### config.mk
export PLATFORM = sky130hd
export DESIGN_NAME = param_seq_detector
export DESIGN_NICKNAME = d
export VERILOG_FILES = /design/src/rtl/seq_det_pkg.sv /design/src/rtl/sat_counter.sv /design/src/rtl/param_seq_detector.sv
export SDC_FILE = /design/constraint.sdc
export NUM_CORES = 1
export LEC_CHECK = 0
export CAP_MARGIN = 10
export CORE_ASPECT_RATIO = 1.75
export CORE_MARGIN = 4
export CORE_UTILIZATION = 48
export CTS_BUF_LIST = sky130_fd_sc_hd__clkbuf_16
export DETAILED_ROUTE_END_ITERATION = 16
export PLACE_DENSITY = 0.76
export REMOVE_ABC_BUFFERS = 1
export SLEW_MARGIN = 20
export SYNTH_ARGS = -nofsm -noshare
export SYNTH_HDL_FRONTEND = slang
export SYNTH_SLANG_ARGS = --single-unit
### constraint.sdc
create_clock -name clk -period 2.5 [get_ports clk]
set_clock_uncertainty 0.05 [all_clocks]
set_input_delay 0.5 -clock clk [delete_from_list [all_inputs] [get_ports clk]]
set_output_delay 0.5 -clock clk [all_outputs]
set_load 0.02 [all_outputs]
### src/rtl/seq_det_pkg.sv
// Shared types and defaults for the parametrised serial pattern detector.
// Holds the FSM state encoding and the default size constants.
package seq_det_pkg;

    localparam int DEF_PAT_W = 8;
    localparam int DEF_LEN_W = 4;
    localparam int DEF_CNT_W = 16;

    typedef enum logic {
        ST_IDLE = 1'b0,
        ST_RUN  = 1'b1
    } state_t;

endpackage

### src/rtl/sat_counter.sv
// Saturating up-counter: clears on clr, counts on inc, sticks at all-ones.
// Ports: clk, reset_n (async active-low), clr, inc, q[CNT_W-1:0].
module sat_counter #(
    parameter int CNT_W = 16
) (
    input  logic             clk,
    input  logic             reset_n,
    input  logic             clr,
    input  logic             inc,
    output logic [CNT_W-1:0] q
);

    always_ff @(posedge clk or negedge reset_n) begin
        if (!reset_n) begin
            q <= '0;
        end else if (clr) begin
            q <= '0;
        end else if (inc && (q != '1)) begin
            q <= q + 1'b1;
        end
    end

endmodule

### src/rtl/param_seq_detector.sv
// Runtime-programmable serial bit-pattern detector with overlap mode,
// input qualifier and saturating match counter.
// Ports: clk, reset_n, cfg_load, pattern, pat_len, overlap_en (config);
//        din, din_valid (stream); seq_detected, match_count, cfg_err (status).
module param_seq_detector
    import seq_det_pkg::*;
#(
    parameter int PAT_W = DEF_PAT_W,
    parameter int LEN_W = DEF_LEN_W,
    parameter int CNT_W = DEF_CNT_W
) (
    input  logic             clk,
    input  logic             reset_n,
    input  logic             cfg_load,
    input  logic [PAT_W-1:0] pattern,
    input  logic [LEN_W-1:0] pat_len,
    input  logic             overlap_en,
    input  logic             din,
    input  logic             din_valid,
    output logic             seq_detected,
    output logic [CNT_W-1:0] match_count,
    output logic             cfg_err
);

    state_t             state;
    logic [PAT_W-1:0]   pat_q;
    logic [LEN_W-1:0]   len_q;
    logic               ovl_q;

    // Only PAT_W-1 bits of history are needed: the newest bit is din itself.
    logic [PAT_W-2:0]   history;
    logic [LEN_W-1:0]   fill;

    logic [PAT_W-1:0]   hist_nxt;
    logic [PAT_W-1:0]   mask;
    logic [LEN_W:0]     fill_inc;
    logic [LEN_W-1:0]   fill_sat;
    logic               cfg_legal;
    logic               shift_en;
    logic               match;

    assign cfg_legal = (pat_len != '0) && (pat_len <= LEN_W'(PAT_W));
    assign shift_en  = (state == ST_RUN) && din_valid && !cfg_load;
    assign hist_nxt  = {history, din};
    assign fill_inc  = {1'b0, fill} + 1'b1;
    assign fill_sat  = (fill_inc > (LEN_W+1)'(PAT_W)) ? LEN_W'(PAT_W)
                                                     : fill_inc[LEN_W-1:0];

    always_comb begin
        mask = '0;
        for (int i = 0; i < PAT_W; i++) begin
            mask[i] = (LEN_W'(i) < len_q);
        end
    end

    assign match = shift_en
                && (((hist_nxt ^ pat_q) & mask) == '0)
                && (fill_inc >= {1'b0, len_q});

    always_ff @(posedge clk or negedge reset_n) begin
        if (!reset_n) begin
            state        <= ST_IDLE;
            pat_q        <= '0;
            len_q        <= '0;
            ovl_q        <= 1'b0;
            history      <= '0;
            fill         <= '0;
            seq_detected <= 1'b0;
            cfg_err      <= 1'b0;
        end else if (cfg_load) begin
            pat_q        <= pattern;
            len_q        <= pat_len;
            ovl_q        <= overlap_en;
            history      <= '0;
            fill         <= '0;
            seq_detected <= 1'b0;
            cfg_err      <= !cfg_legal;
            state        <= cfg_legal ? ST_RUN : ST_IDLE;
        end else begin
            seq_detected <= match;
            if (shift_en) begin
                history <= hist_nxt[PAT_W-2:0];
                // Non-overlap restarts the window so a new match needs fresh bits.
                if (match && !ovl_q) begin
                    fill <= '0;
                end else begin
                    fill <= fill_sat;
                end
            end
        end
    end

    sat_counter #(
        .CNT_W (CNT_W)
    ) u_cnt (
        .clk     (clk),
        .reset_n (reset_n),
        .clr     (cfg_load),
        .inc     (match),
        .q       (match_count)
    );

endmodule
# Word level (Yosys, flattened, before mapping)
# Index checks and enable logic that the tools add are counted.
# word_totals
reg_bits	43
latch_bits	0
mem_bits_rw	0
mem_bits_ro	0
in_bits	18
output_inout_bits	18
elab_cells	49
memories	0
# classes
addsub	2
mul	0
div	0
order_cmp	11
eq_ne	1
n_shift	0
n_mux	10
n_bitwise	2
n_reduce_logical	14
# ops
cell	count
two-way mux 16 bit	2
adder 16 x 1 -> 16 bit (second input constant)	1
less-than comparator 3 x 4 -> 1 bit (first input constant)	4
two-way mux 4 bit	4
!= test 16 bit (second input constant)	1
two-way mux 7 bit	2
bitwise AND 8 bit	1
logical NOT 8 bit	1
less-than comparator 1 x 4 -> 1 bit (first input constant)	2
less-than comparator 2 x 4 -> 1 bit (first input constant)	2
XOR 8 bit	1
logical AND 1 bit	7
adder 4 x 1 -> 5 bit (second input constant)	1
>= comparator 5 x 4 -> 1 bit	1
greater-than comparator 5 x 4 -> 1 bit (second input constant)	1
less-or-equal comparator 4 bit (second input constant)	1
nonzero test 2 bit	2
nonzero test 4 bit	1
logical NOT 1 bit	3
two-way mux 1 bit	2

# Logic depth before layout (Yosys ltp)
# Gate-level depths: netlist (run 1).
# depth
word_depth	9
mapped_depth	11

# By module
# A second synthesis (run 1) with hierarchy kept.
# hier_totals
hier_cells	234
hier_area_um2	2397.3
# modules_own_cells
mod	instances	cells_each	area_each_um2	seq_area_each_um2
param_seq_detector	1	136	1455.1	675.6
sat_counter	1	98	942.2	400.4

# Least setup slack after synthesis (run 1)
# OpenSTA, ideal clock, no wires.
# synth_timing
path_kind	register -> register
from	register fill[0]
to	register u_cnt.q[13]
setup_time_ns	0.078
arrival_time_ns	2.589
required_ns	2.372
path_slack_ns	-0.217
stages_incl_launch_ff	10
path_buffers	1
synth_period_minus_slack_ns	2.717
path_cell_list	dfrtp_1 ha_1 xor2_1 ha_1 o21ai_0 o21a_1 or4_4 buf_6 or4_1 a21oi_1
# synth_between
elab_chain_cells	5
# synth_lines
element	line	rtl
start, declared	param_seq_detector.sv:32	logic [LEN_W-1:0] fill;
start signal, assigned	param_seq_detector.sv:87	fill <= fill_sat;
adder 4 x 1 -> 5 bit	param_seq_detector.sv:45	assign fill_inc = {1'b0, fill} + 1'b1;
>= comparator 5 x 4 -> 1 bit	param_seq_detector.sv:58	&& (fill_inc >= {1'b0, len_q});
logical AND 1 bit	param_seq_detector.sv:58	
logical AND 1 bit	sat_counter.sv:18	end else if (inc && (q != '1)) begin
nonzero test 2 bit (no line)	n/a	
end signal, assigned	sat_counter.sv:19	q <= q + 1'b1;
end, declared	sat_counter.sv:10	output logic [CNT_W-1:0] q
# No other way between the ends.
# A chain may end at the register's enable or synchronous reset.

# Worst setup path after layout (run 1)
# layout_timing
from	register fill[0]
to	register u_cnt.q[5]
# The elaborated chain is that of the path after synthesis.

==> metrics.md, run 1 <==
| Metric | Value |
|---|---|
| Post-synthesis compound-gate area fraction | 0.174 |
| # setup viols final | 13 |
| Via count of the first global-routing pass | 2,003 |
| Synth Area in Adders | 0.0399 |
| NumNets Final | 290 |
| Total count of hold-check failures in the final report | 0 |
| Share of synthesized area spent on multiplexers | 0.0558 |
| Number of levels the H-tree was split into | 2 |
| Hold_buf cts | 0 |
| Crit end category | register |
| Buffers on Ports | 35 |
| Worst Setup Slack post-DPL | -557 ps |
| Routed len/inst | 17.7 um |
| Endpoint required time on the critical path | 2660 ps |
| Synth Area in XOR/XNOR | 0.0479 |
| Commonest cells in the netlist | 43 x dfrtp_1, 16 x a21oi_1, 15 x o21ai_0 |
| Share of post-route cells with drive strength above 1 | 0.237 |
| Clock tree buffer depth | 2 |
| GRT Resource Usage Total | 0.208 |
| Clock root buffer | clkbuf_16 |
| Clock-pin slew on the worst setup and hold paths | 60 ps |
| Data arrival time at the worst-slack endpoint | 2880 ps |
| Areal power density over the cells | 529 nW/um^2 |
| Clock period minus worst slack | 2710 ps |
| Layout overhead on the synthesized area | 36.3% |
| Clock network latency to the later pin of the worst-skew pair | 290 ps |
| Die extent in y | 97.5 um |
| Most used flip-flop cell after synthesis | dfrtp_1 |
| CTS tree | done |
| Violated checks | negative setup slack |
| Filler cell count in the final layout | 348 |
| Num Clock Sinks | 43 |
| Cells after synthesis | 210 |
| Fraction of registers with async set or reset after synthesis | 1.00 |
| Area fraction in and, or, nand and nor cells after synthesis | 0.156 |
| Largest fanout of any net on the critical path | 7 |
| Number of antenna diodes | 0 |
| Starting Density | 0.499 |
| Count of pins on the block boundary | 36 |
| Number of flops mapped to enable cells by yosys | 0 |
| Syn. warnings | 0 |
| Outcome | finished, violations left |
| Unique cell type count in the Yosys netlist | 41 |
| Number of max-slew violations in the final report | 0 |
| Post-Route WL | 5600 um |
| Routability Congestion | 0.828 |
| Period Utilization, post-route | 1.09 |
| Number of optimization iterations in the first detailed-route pass | 4 |
| Total Die Area | 5760 um^2 |
| Worst max-slew margin expressed relative to the limit | 0.382 |
| Largest net degree at the start of global routing | 37 |
| Most frequently used cell type in the post-synthesis netlist | dfrtp_1 |
| Area share of the leading cell type in the synthesized netlist | 0.490 |
| HP Class | in -> async |
| Number of nets with antenna violations after routing | 0 |
| Synthesized area | 2200 um^2 |
| Antenna violations before repair | 0 |
| Global-route wire length before repair | 9220 um |
| Combinational family with the most area after synthesis | compound AO/OA/AOI/OAI gates |
| Number of buffers inserted during clock tree synthesis | 5 |
| Startpoint type of the worst setup path | register |
| Per-instance average area after synthesis | 10.5 um^2 |
| GRT overflow | 0 |
| Total leakage power | 1.25 nW |
| Post-detail-place hpwl | 3690 um |
| Total non-filler cell area in the finished layout | 2990 um^2 |
| Cell Count Post-Placement | 306 |
| Maximum clock frequency | 0.368 GHz |
| Worst-margin pin slew | 927 ps |
| Setup CP Type | reg -> reg |
| Fraction of the yosys area taken by sequential cells | 0.490 |
| # Max-Cap Violations | 0 |
| Remaining DRCs | 0 |
| Standard-cell rows | 32 |
| Final worst-path setup slack | -215 ps |
| Synthesis-stage register bit count | 43 |
| Cell type with the highest aggregate area in the netlist | dfrtp_1 |
| Placeable core region | 4400 um^2 |
| Total number of vias | 1,866 |
| Dominant cells by area after synthesis | dfrtp_1 49%, mux2_2 5.1%, ha_1 4.0% |
| IR Drop Worst-Case VDD | 0.372 mV |
| Setup repair after global routing missed its margin | true |
| Number of DRC markers in iteration 0 | 80 |
| Count of placed standard cells in the final layout, fillers left out | 317 |
| Avg Vias per Cell | 5.89 |
| Placed instance area | 2710 um^2 |
| Floorplan die width | 59.1 um |
-- worst max-delay path, stage by stage (launching register included) --
cell and delay (ps):
dfrtp_2 470, ha_4 180, xor2_1 140, ha_1 300
o21ai_2 70, o21a_2 250, or4_4 550, or4_1 520
a21oi_1 130
-- logic make-up (layout without fill, tap and decap cells) --
logic type | after synthesis | in the layout
xor+xnor | 12 | 12
mux | 11 | 11
simple gates | 59 | 61
fa+ha+maj | 7 | 7
compound gates | 59 | 59
flops | 43 | 43
buf+inv | 19 | 73
-- path summary, 6_finish.rpt --
kind	endpoint	start	depth (start not counted)	slack (ps)
worst max-delay path	u_cnt.q[5]	fill[0]	8	-210
worst min-delay path	u_cnt.q[14]	reset_n	1	160
worst max register to register	u_cnt.q[5]	fill[0]	8	-210
worst min register to register	cfg_err	cfg_err	1	430
max in group asynchronous	len_q[2]	reset_n	2	1660
min in group clk	cfg_err	cfg_err	1	430
-- sequential cells by signal, summed over array words and instances (netlist names) --
register and cells:
u_cnt.q 16, pat_q 8, ovl_q 1, cfg_err 1
history 7, fill 4, seq_detected 1, state 1
len_q 4
-- what timing repair did --
action,CTS,global route
buffers inserted,1,1
endpoints found under the setup margin,16,20
cloned,2,0
resized for setup,11,20
pin swaps,22,8
-- power by group --
part / internal [W] / switching (W) / leakage, nW
registers: 0.000724 / 0.0000305 / 0.564
logic: 0.000101 / 0.0000913 / 0.613
clock network: 0.000365 / 0.000271 / 0.0710
total: 0.00119 / 0.000393 / 1.25
-- routing by layer --
layer,up-vias,share of wire,GRT usage
li1,887,-,-
met1,916,0.40,0.242
met2,48,0.55,0.365
met3,15,0.028,0.0359
met4,0,0.021,0.0768
met5,-,0,0
-- stage by stage --
stage | setup TNS (ps) | total power (W) | hold WS (ps) | util
final | -1510 | 0.00158 | 164 | 0.680
after global routing | -2920 | 0.00164 | 200 | 0.680
after CTS | -1440 | 0.00157 | 177 | 0.655
after detailed placement | -7390 | 0.000933 | 424 | 0.614
after global placement | -6970 | 0.000928 | 414 | 0.614
after floorplan | -1920 | 0.000837 | 154 | -
-- layout by cell type (no fill, tap or decap), types with 7 or more instances in the layout --
cell and count:
dfrtp_1 41, clkdlybuf4s50_1 31, buf_4 18, a21oi_1 14
nand2_1 12, inv_1 11, o21ai_0 11, mux2_2 10
nor2_1 7, a22o_1 7, nand3_1 7, o31ai_1 7
-- area by class of cell --
type | instances | area (um^2) | area share
tap | 51 | 63.8 | 0.0213
multi-input combinational | 150 | 1170 | 0.392
clock inverter | 3 | 16.3 | 0.00543
sequential | 43 | 1080 | 0.360
timing repair buffer | 55 | 499 | 0.167
clock buffer | 5 | 125 | 0.0418
inverter | 10 | 37.5 | 0.0125
Power figures use the tool's default switching activity.
==> run 2, diff against run 1 <==
Settings changed: ABC_AREA from default to 1, CORE_UTILIZATION 48 to 49.
==> metrics.md, run 2 <==
| Metric | Value |
|---|---|
| Number of flops mapped to enable cells by yosys | 0 (unchanged) |
| Most frequent cells in the layout | 113 x nand2_1, 43 x dfrtp_1, 42 x inv_1 |
| Via count of the first global-routing pass | 2,341 (+17%) |
| Setup repair after global routing missed its margin | false |
| Floorplan die width | 62.3 um (+5.3%) |
| Crit end category | register |
| Avg Vias per Cell | 5.33 (-9.5%) |
| Clock network latency to the later pin of the worst-skew pair | 280 ps (about the same) |
| Remaining DRCs | 0 (unchanged) |
| Area share of the leading cell type in the synthesized netlist | 0.426 (-0.0639) |
| Maximum clock frequency | 0.427 GHz (+16%) |
| Total count of hold-check failures in the final report | 0 (unchanged) |
| Synthesis-stage register bit count | 43 (unchanged) |
| Count of pins on the block boundary | 36 (unchanged) |
| Per-instance average area after synthesis | 7.43 um^2 (-29%) |
| Total number of vias | 2,307 (+24%) |
| Cells after synthesis | 340 (+62%) |
| Worst max-slew margin expressed relative to the limit | 0.763 (+0.381) |
| Area of the multi-input gates | 1250 um^2 (+7.0%) |
| Global-route wire length before repair | 10,500 um (+14%) |
| Share of power burned in the clock network | 0.388 (-0.014) |
| HP Class | in -> async |
| Worst-margin pin slew | 355 ps (-572 ps) |
| Number of antenna diodes | 0 (unchanged) |
| Routed len/inst | 13.7 um (-23%) |
| Number of optimization iterations in the first detailed-route pass | 4 (unchanged) |
| Cell type with the highest aggregate area in the netlist | dfrtp_1 |
| GRT Resource Usage Total | 0.202 (-0.00543) |
| Post-detail-place hpwl | 4510 um (+22%) |
| Areal power density over the cells | 508 nW/um^2 (-4.0%) |
| # setup viols final | 0 (-13) |
| Number of levels the H-tree was split into | 2 (unchanged) |
| Most frequently used cell type in the post-synthesis netlist | nand2_1 |
| Most used flip-flop cell after synthesis | dfrtp_1 |
| Total non-filler cell area in the finished layout | 3070 um^2 (+2.7%) |
| Total leakage power | 1.52 nW (+22%) |
| Fraction of the yosys area taken by sequential cells | 0.426 (-0.0639) |
| Placed instance area | 2930 um^2 (+8.2%) |
| Synthesized area | 2520 um^2 (+15%) |
| Register name with the most flops | u_cnt.q |
| Commonest cells in the netlist | 113 x nand2_1, 43 x dfrtp_1, 40 x inv_1 |
| NumNets Final | 403 (+39%) |
| Clock root buffer | clkbuf_16 |
| Power dissipated by switching net loads | 0.000396 W (+0.90%) |
| Antenna violations before repair | 0 (unchanged) |
| Buffers on Ports | 35 (unchanged) |
| Hold_buf cts | 0 (unchanged) |
| Unique cell type count in the Yosys netlist | 29 (-29%) |
| # Max-Cap Violations | 0 (unchanged) |
| Share of post-route cells with drive strength above 1 | 0.0712 (-0.166) |
| Largest fanout of any net on the critical path | 11 (+4) |
| Clock-pin slew on the worst setup and hold paths | 60 ps (about the same) |
| Data arrival time at the worst-slack endpoint | 2460 ps (-420 ps) |
| Num Clock Sinks | 43 (unchanged) |
| Routability Congestion | 0.898 (+8.4%) |
| Most frequent standard cell in the layout excluding fill and tap cells | nand2_1 |
| Total Die Area | 6410 um^2 (+11%) |
| Syn. warnings | 0 (unchanged) |
| Number of max-slew violations in the final report | 0 (unchanged) |
| Largest net degree at the start of global routing | 29 (-22%) |
| Standard-cell rows | 34 (+6.3%) |
| Registers with the most flip-flops | u_cnt.q x16, pat_q x8, history x7 |
| Layout overhead on the synthesized area | 21.7% |
| GRT overflow | 0 (unchanged) |
| Filler cell count in the final layout | 464 (+33%) |
| Dominant cells by area after synthesis | dfrtp_1 43%, nand2_1 17%, nand3_1 7.3% |
| Setup CP Type | reg -> reg |
| Hold WS | 69.8 ps (-94.2 ps) |
| Clock tree buffer depth | 2 (unchanged) |
| Clock period minus worst slack | 2340 ps (-375 ps) |
| Summed negative setup slack over all endpoints | 0 ps (+1510 ps) |
| Combinational group share of total power | 0.132 (+0.011) |
| Period Utilization, post-route | 0.936 (-0.150) |
| IR Drop Worst-Case VDD | 0.452 mV (+22%) |
| Placeable core region | 4980 um^2 (+13%) |
| Power share of the sequential group | 0.480 (+0.003) |
| Outcome | completed |
| Post-Route WL | 5910 um (+5.6%) |
| Number of flip-flops in the largest register | 16 (unchanged) |
| Switching share of power | 0.254 (+0.00582) |
| Endpoint required time on the critical path | 2620 ps (-40 ps) |
| Startpoint type of the worst setup path | register |
| Starting Density | 0.507 (+0.00871) |
| Storage element area | 1080 um^2 (-0.23%) |
| Die extent in y | 103 um (+5.6%) |
| Number of nets with antenna violations after routing | 0 (unchanged) |
| Fraction of registers with async set or reset after synthesis | 1.00 (unchanged) |
| Internal Pwr Total | 0.00116 W (-2.2%) |
| Number of DRC markers in iteration 0 | 125 (+56%) |
| CTS tree | done |
| Number of buffers inserted during clock tree synthesis | 5 (unchanged) |
## run 2: cell types whose count changed in the layout (fill, tap and decap cells not counted), sizes merged, moves of 7 or more
| cell | delta |
|---|---|
| buf | -15 |
| o31ai | -7 |
| or3 | -8 |
| inv | +32 |
| a22o | -7 |
| nand2 | +104 |
| xor2 | +8 |
| or4 | -9 |
| a21oi | -14 |
| mux2 | -10 |
| nand3 | +32 |
| nor2 | +27 |
## run 2: layer usage
layer,share of wire,track usage,up-vias
met5,0,0,-
met4,0.033,0.103,0
met3,0.034,0.0327,17
met2,0.53,0.376,68
met1,0.40,0.219,1070
li1,-,-,1152
## run 2: path summary, 6_finish.rpt
path | slack [ps] | start | to | depth (start not counted)
worst max-delay path | 160 | fill[0] | u_cnt.q[3] | 11
worst min-delay path | 70 | reset_n | pat_q[3] | 1
worst max register to register | 160 | fill[0] | u_cnt.q[3] | 11
worst min register to register | 440 | cfg_err | cfg_err | 1
max in group asynchronous | 1650 | reset_n | fill[2] | 2
min in group clk | 440 | cfg_err | cfg_err | 1
## run 2: final cells by class
cell class,instances,area share
repair buffers,40,0.125
well taps,54,0.0220
multi-input cells,247,0.408
flip-flops and latches,43,0.350
clock inverters,3,0.00407
inverters,41,0.0501
clock buffers,5,0.0407
## run 2: cells by family (layout without fill, tap and decap cells)
logic type / count (synthesis) / after routing / synth area share
compound gates: 24 / 24 / 0.0530
flops: 43 / 43 / 0.426
xor+xnor: 14 / 14 / 0.0486
fa+ha+maj: 7 / 7 / 0.0347
simple gates: 202 / 202 / 0.358
buf+inv: 50 / 89 / 0.0798
## run 2: metrics by stage
stage	utilization	total power, W	std cells	setup slack, ps
2_1_floorplan	-	0.000867	331	376
3_3_place_gp	0.588	0.000963	425	273
3_5_place_dp	0.588	0.000969	425	159
4_1_cts	0.616	0.00157	433	148
5_1_grt	0.617	0.00163	433	3.28
6_report	0.617	0.00156	433	160
## run 2: worst max-delay path: stages (launching register included)
cell	delay, ps
dfrtp_1	430
ha_1	280
xor2_2	200
ha_1	330
nand2_1	60
inv_1	60
nand4_1	80
nand4_1	200
nand4_4	180
buf_4	230
nand3_1	70
nand2_1	60
## run 2: timing repair
action | CTS | global route
hold endpoints to repair | 0 | 0
setup endpoints to repair | 0 | 10
gates resized for setup | 0 | 1
buffers inserted | 0 | 0
## run 2: power groups by stage
stage | combinational, W | sequential [W] | clock (W)
2_1_floorplan | 0.000108 | 0.000759 | 0
3_3_place_gp | 0.000204 | 0.000760 | 0
3_5_place_dp | 0.000208 | 0.000761 | 0
4_1_cts | 0.000209 | 0.000749 | 0.000617
5_1_grt | 0.000234 | 0.000752 | 0.000647
6_report | 0.000206 | 0.000749 | 0.000605
==> run 3, diff against run 2 <==
Settings changed: HOLD_SLACK_MARGIN from default to 0.06, SYNTH_HIERARCHICAL from default to 1.
==> metrics.md, run 3 <==
| Metric | Value |
|---|---|
| Routability Congestion | 0.861 (-4.2%) |
| Num Clock Sinks | 43 (unchanged) |
| Register name with the most flops | u_cnt/q |
| Total Die Area | 6380 um^2 (-0.49%) |
| Setup CP Type | reg -> reg |
| Floorplan die width | 62.1 um (-0.24%) |
| Standard-cell rows | 34 (unchanged) |
| Clock root buffer | clkbuf_16 |
| Antenna violations before repair | 0 (unchanged) |
| Met3 layer usage reported by global route | 0.0349 (+0.00218) |
| Registers with the most flip-flops | u_cnt/q x16, pat_q x8, history x7 |
| Data arrival time at the worst-slack endpoint | 2540 ps (+80 ps) |
| Count of pins on the block boundary | 36 (unchanged) |
| Remaining DRCs | 0 (unchanged) |
| Area share of the leading cell type in the synthesized netlist | 0.429 (+0.00234) |
| Cells after synthesis | 334 (-1.8%) |
| Summed negative setup slack over all endpoints | 0 ps (unchanged) |
| Share of post-route cells with drive strength above 1 | 0.116 (+0.0452) |
| Worst-margin pin slew | 556 ps (+201 ps) |
| Period Utilization, post-route | 0.945 (+0.00936) |
| Endpoint required time on the critical path | 2680 ps (+60 ps) |
| Overall power after layout | 0.00159 W (+2.1%) |
| Global-route wire length before repair | 10,400 um (-1.4%) |
| Number of flip-flops in the largest register | 16 (unchanged) |
| Worst max-slew margin expressed relative to the limit | 0.629 (-0.134) |
| Synthesized area | 2510 um^2 (-0.55%) |
| Startpoint type of the worst setup path | register |
| Number of optimization iterations in the first detailed-route pass | 4 (unchanged) |
| Biggest cell delay along the critical path | 410 ps (-20 ps) |
| Clock-pin slew on the worst setup and hold paths | 70 ps (about the same) |
| Per-instance average area after synthesis | 7.52 um^2 (+1.2%) |
| Met1 track demand over resource | 0.220 (+0.000598) |
| Number of max-slew violations in the final report | 0 (unchanged) |
| Number of buffers inserted during clock tree synthesis | 5 (unchanged) |
| Number of antenna diodes | 0 (unchanged) |
| Critical path, cell by cell | buf_4 -> nand3_2 -> xnor2_4 -> ha_4 -> nand2_1 -> nor2_1 -> nand2_1 -> nand4_1 -> and3_4 -> inv_1 -> nor2_4 -> buf_6 -> nand3_1 -> nand2_1 |
| # Max-Cap Violations | 0 (unchanged) |
| Commonest cells in the netlist | 128 x nand2_1, 43 x dfrtp_1, 41 x inv_1 |
| Starting Density | 0.505 (-0.00277) |
| Cell Count Post-Placement | 421 (-0.94%) |
| Count of placed standard cells in the final layout, fillers left out | 432 (-0.23%) |
| Dominant cells by area after synthesis | dfrtp_1 43%, nand2_1 19%, inv_1 6.1% |
| Buffers on Ports | 35 (unchanged) |
| Maximum clock frequency | 0.423 GHz (-0.99%) |
| Cell type with the highest aggregate area in the netlist | dfrtp_1 |
| Placeable core region | 4980 um^2 (unchanged) |
| Fraction of registers with async set or reset after synthesis | 1.00 (unchanged) |
| GRT overflow | 0 (unchanged) |
| Number of flops mapped to enable cells by yosys | 0 (unchanged) |
| Largest net degree at the start of global routing | 44 (+52%) |
| Met2 Use GR | 0.375 (-0.00160) |
| Total buffers and inverters traversed by the critical path | 3 (+1) |
| Routed len/inst | 14.1 um (+3.0%) |
| Clock period minus worst slack | 2360 ps (+23.4 ps) |
| GRT Resource Usage Total | 0.202 (-0.000634) |
| Hold WS | 221 ps (+152 ps) |
| HP Class | in -> async |
| Fraction of the yosys area taken by sequential cells | 0.429 (+0.00234) |
| Post-Route WL | 6070 um (+2.7%) |
| Layout overhead on the synthesized area | 25.0% |
| Outcome | completed |
| CTS tree | done |
| Number of DRC markers in iteration 0 | 81 (-35%) |
| Post-detail-place hpwl | 4250 um (-5.9%) |
| Unique cell type count in the Yosys netlist | 36 (+24%) |
| # setup viols final | 0 (unchanged) |
| NumNets Final | 401 (-0.50%) |
| IR Drop Worst-Case VDD | 0.493 mV (+9.1%) |
| Synthesis-stage register bit count | 43 (unchanged) |
| Most frequent standard cell in the layout excluding fill and tap cells | nand2_1 |
| Number of levels the H-tree was split into | 2 (unchanged) |
| Library cell contributing the largest single delay on the critical path | dfrtp_1 |
| Areal power density over the cells | 507 nW/um^2 (about the same) |
| Via count of the first global-routing pass | 2,297 (-1.9%) |
| Clock network latency to the later pin of the worst-skew pair | 290 ps (about the same) |
| Cell occurring most often along the worst timing path | nand2_1 |
| Busiest grt layer | met2 |
| Most frequent cells in the layout | 128 x nand2_1, 42 x dfrtp_1, 41 x inv_1 |
| Die extent in y | 103 um (-0.25%) |
| Top delay family on crit path | simple AND/OR/NAND/NOR gates |
| Largest fanout of any net on the critical path | 7 (-4) |
| Clock tree buffer depth | 2 (unchanged) |
| Crit end category | register |
| Total number of vias | 2,276 (-1.3%) |
| Number of nets with antenna violations after routing | 0 (unchanged) |
| Total count of hold-check failures in the final report | 0 (unchanged) |
| Most frequently used cell type in the post-synthesis netlist | nand2_1 |
| Filler cell count in the final layout | 441 (-5.0%) |
| Avg Vias per Cell | 5.27 (-1.1%) |
| Total leakage power | 1.52 nW (-0.13%) |
| Most used flip-flop cell after synthesis | dfrtp_1 |
| Syn. warnings | 6 (+6) |
run 3: metal layers:
layer,vias to the layer above,part of all wire
li1,1144,-
met1,1054,0.41
met2,55,0.52
met3,23,0.029
met4,0,0.039
met5,-,0
run 3: repair_timing:
item | 4_1_cts | 5_1_grt
setup endpoints to repair | 0 | 16
hold buffers | 0 | 0
resized for setup | 0 | 12
buffers inserted | 0 | 2
hold endpoints to repair | 0 | 0
run 3: metrics by stage:
| step | worst slack (ps) | util | instance area, um^2 |
|---|---|---|---|
| finish | 137 | 0.631 | 3140 |
| global route | -30.8 | 0.631 | 3140 |
| CTS | 83.8 | 0.614 | 3060 |
| detailed placement | 109 | 0.585 | 2910 |
| global placement | 156 | 0.585 | 2910 |
| floorplan | 49.6 | - | 2470 |
run 3: path summary, 6_finish.rpt:
check,slack [ps],start,cells past startpoint,endpoint
worst min-delay path,220,reset_n,2,pat_q[5]
max in group asynchronous,1750,reset_n,2,fill[0]
min in group clk,440,cfg_err,1,cfg_err
worst max-delay path,140,fill[1],14,u_cnt/q[12]
worst max register to register,140,fill[1],14,u_cnt/q[12]
worst min register to register,440,cfg_err,1,cfg_err
run 3: cell type report:
class | count | area (um^2) | area share
Timing Repair Buffer | 42 | 405 | 0.129
Tap cell | 54 | 67.6 | 0.0215
Inverter | 44 | 168 | 0.0534
Clock inverter | 3 | 20.0 | 0.00638
Multi-Input combinational cell | 241 | 1280 | 0.407
Sequential cell | 43 | 1080 | 0.343
Clock buffer | 5 | 125 | 0.0399
run 3: report_power, final:
| part | switching, W | internal (W) |
|---|---|---|
| combinational | 0.000118 | 0.0000789 |
| clock | 0.000286 | 0.000369 |
| sequential | 0.0000200 | 0.000722 |
| total | 0.000424 | 0.00117 |
run 3: worst reg2reg max path, cell delays in order (launching register included):
cell and delay [ps]:
dfrtp_1 410, buf_4 140, nand3_2 120, xnor2_4 190, ha_4 290, nand2_1 50, nor2_1 100, nand2_1 60
nand4_1 150, and3_4 220, inv_1 60, nor2_4 140, buf_6 140, nand3_1 110, nand2_1 70
run 3: logic make-up after synthesis:
family                   Yosys count  share of synthesized area
flip-flops                        43                      0.428
buffers and inverters             50                     0.0832
XOR/XNOR                           7                     0.0274
AO/OA/AOI/OAI                     30                     0.0742
adder cells (fa/ha/maj)            6                     0.0299
AND/OR/NAND/NOR                  198                      0.357
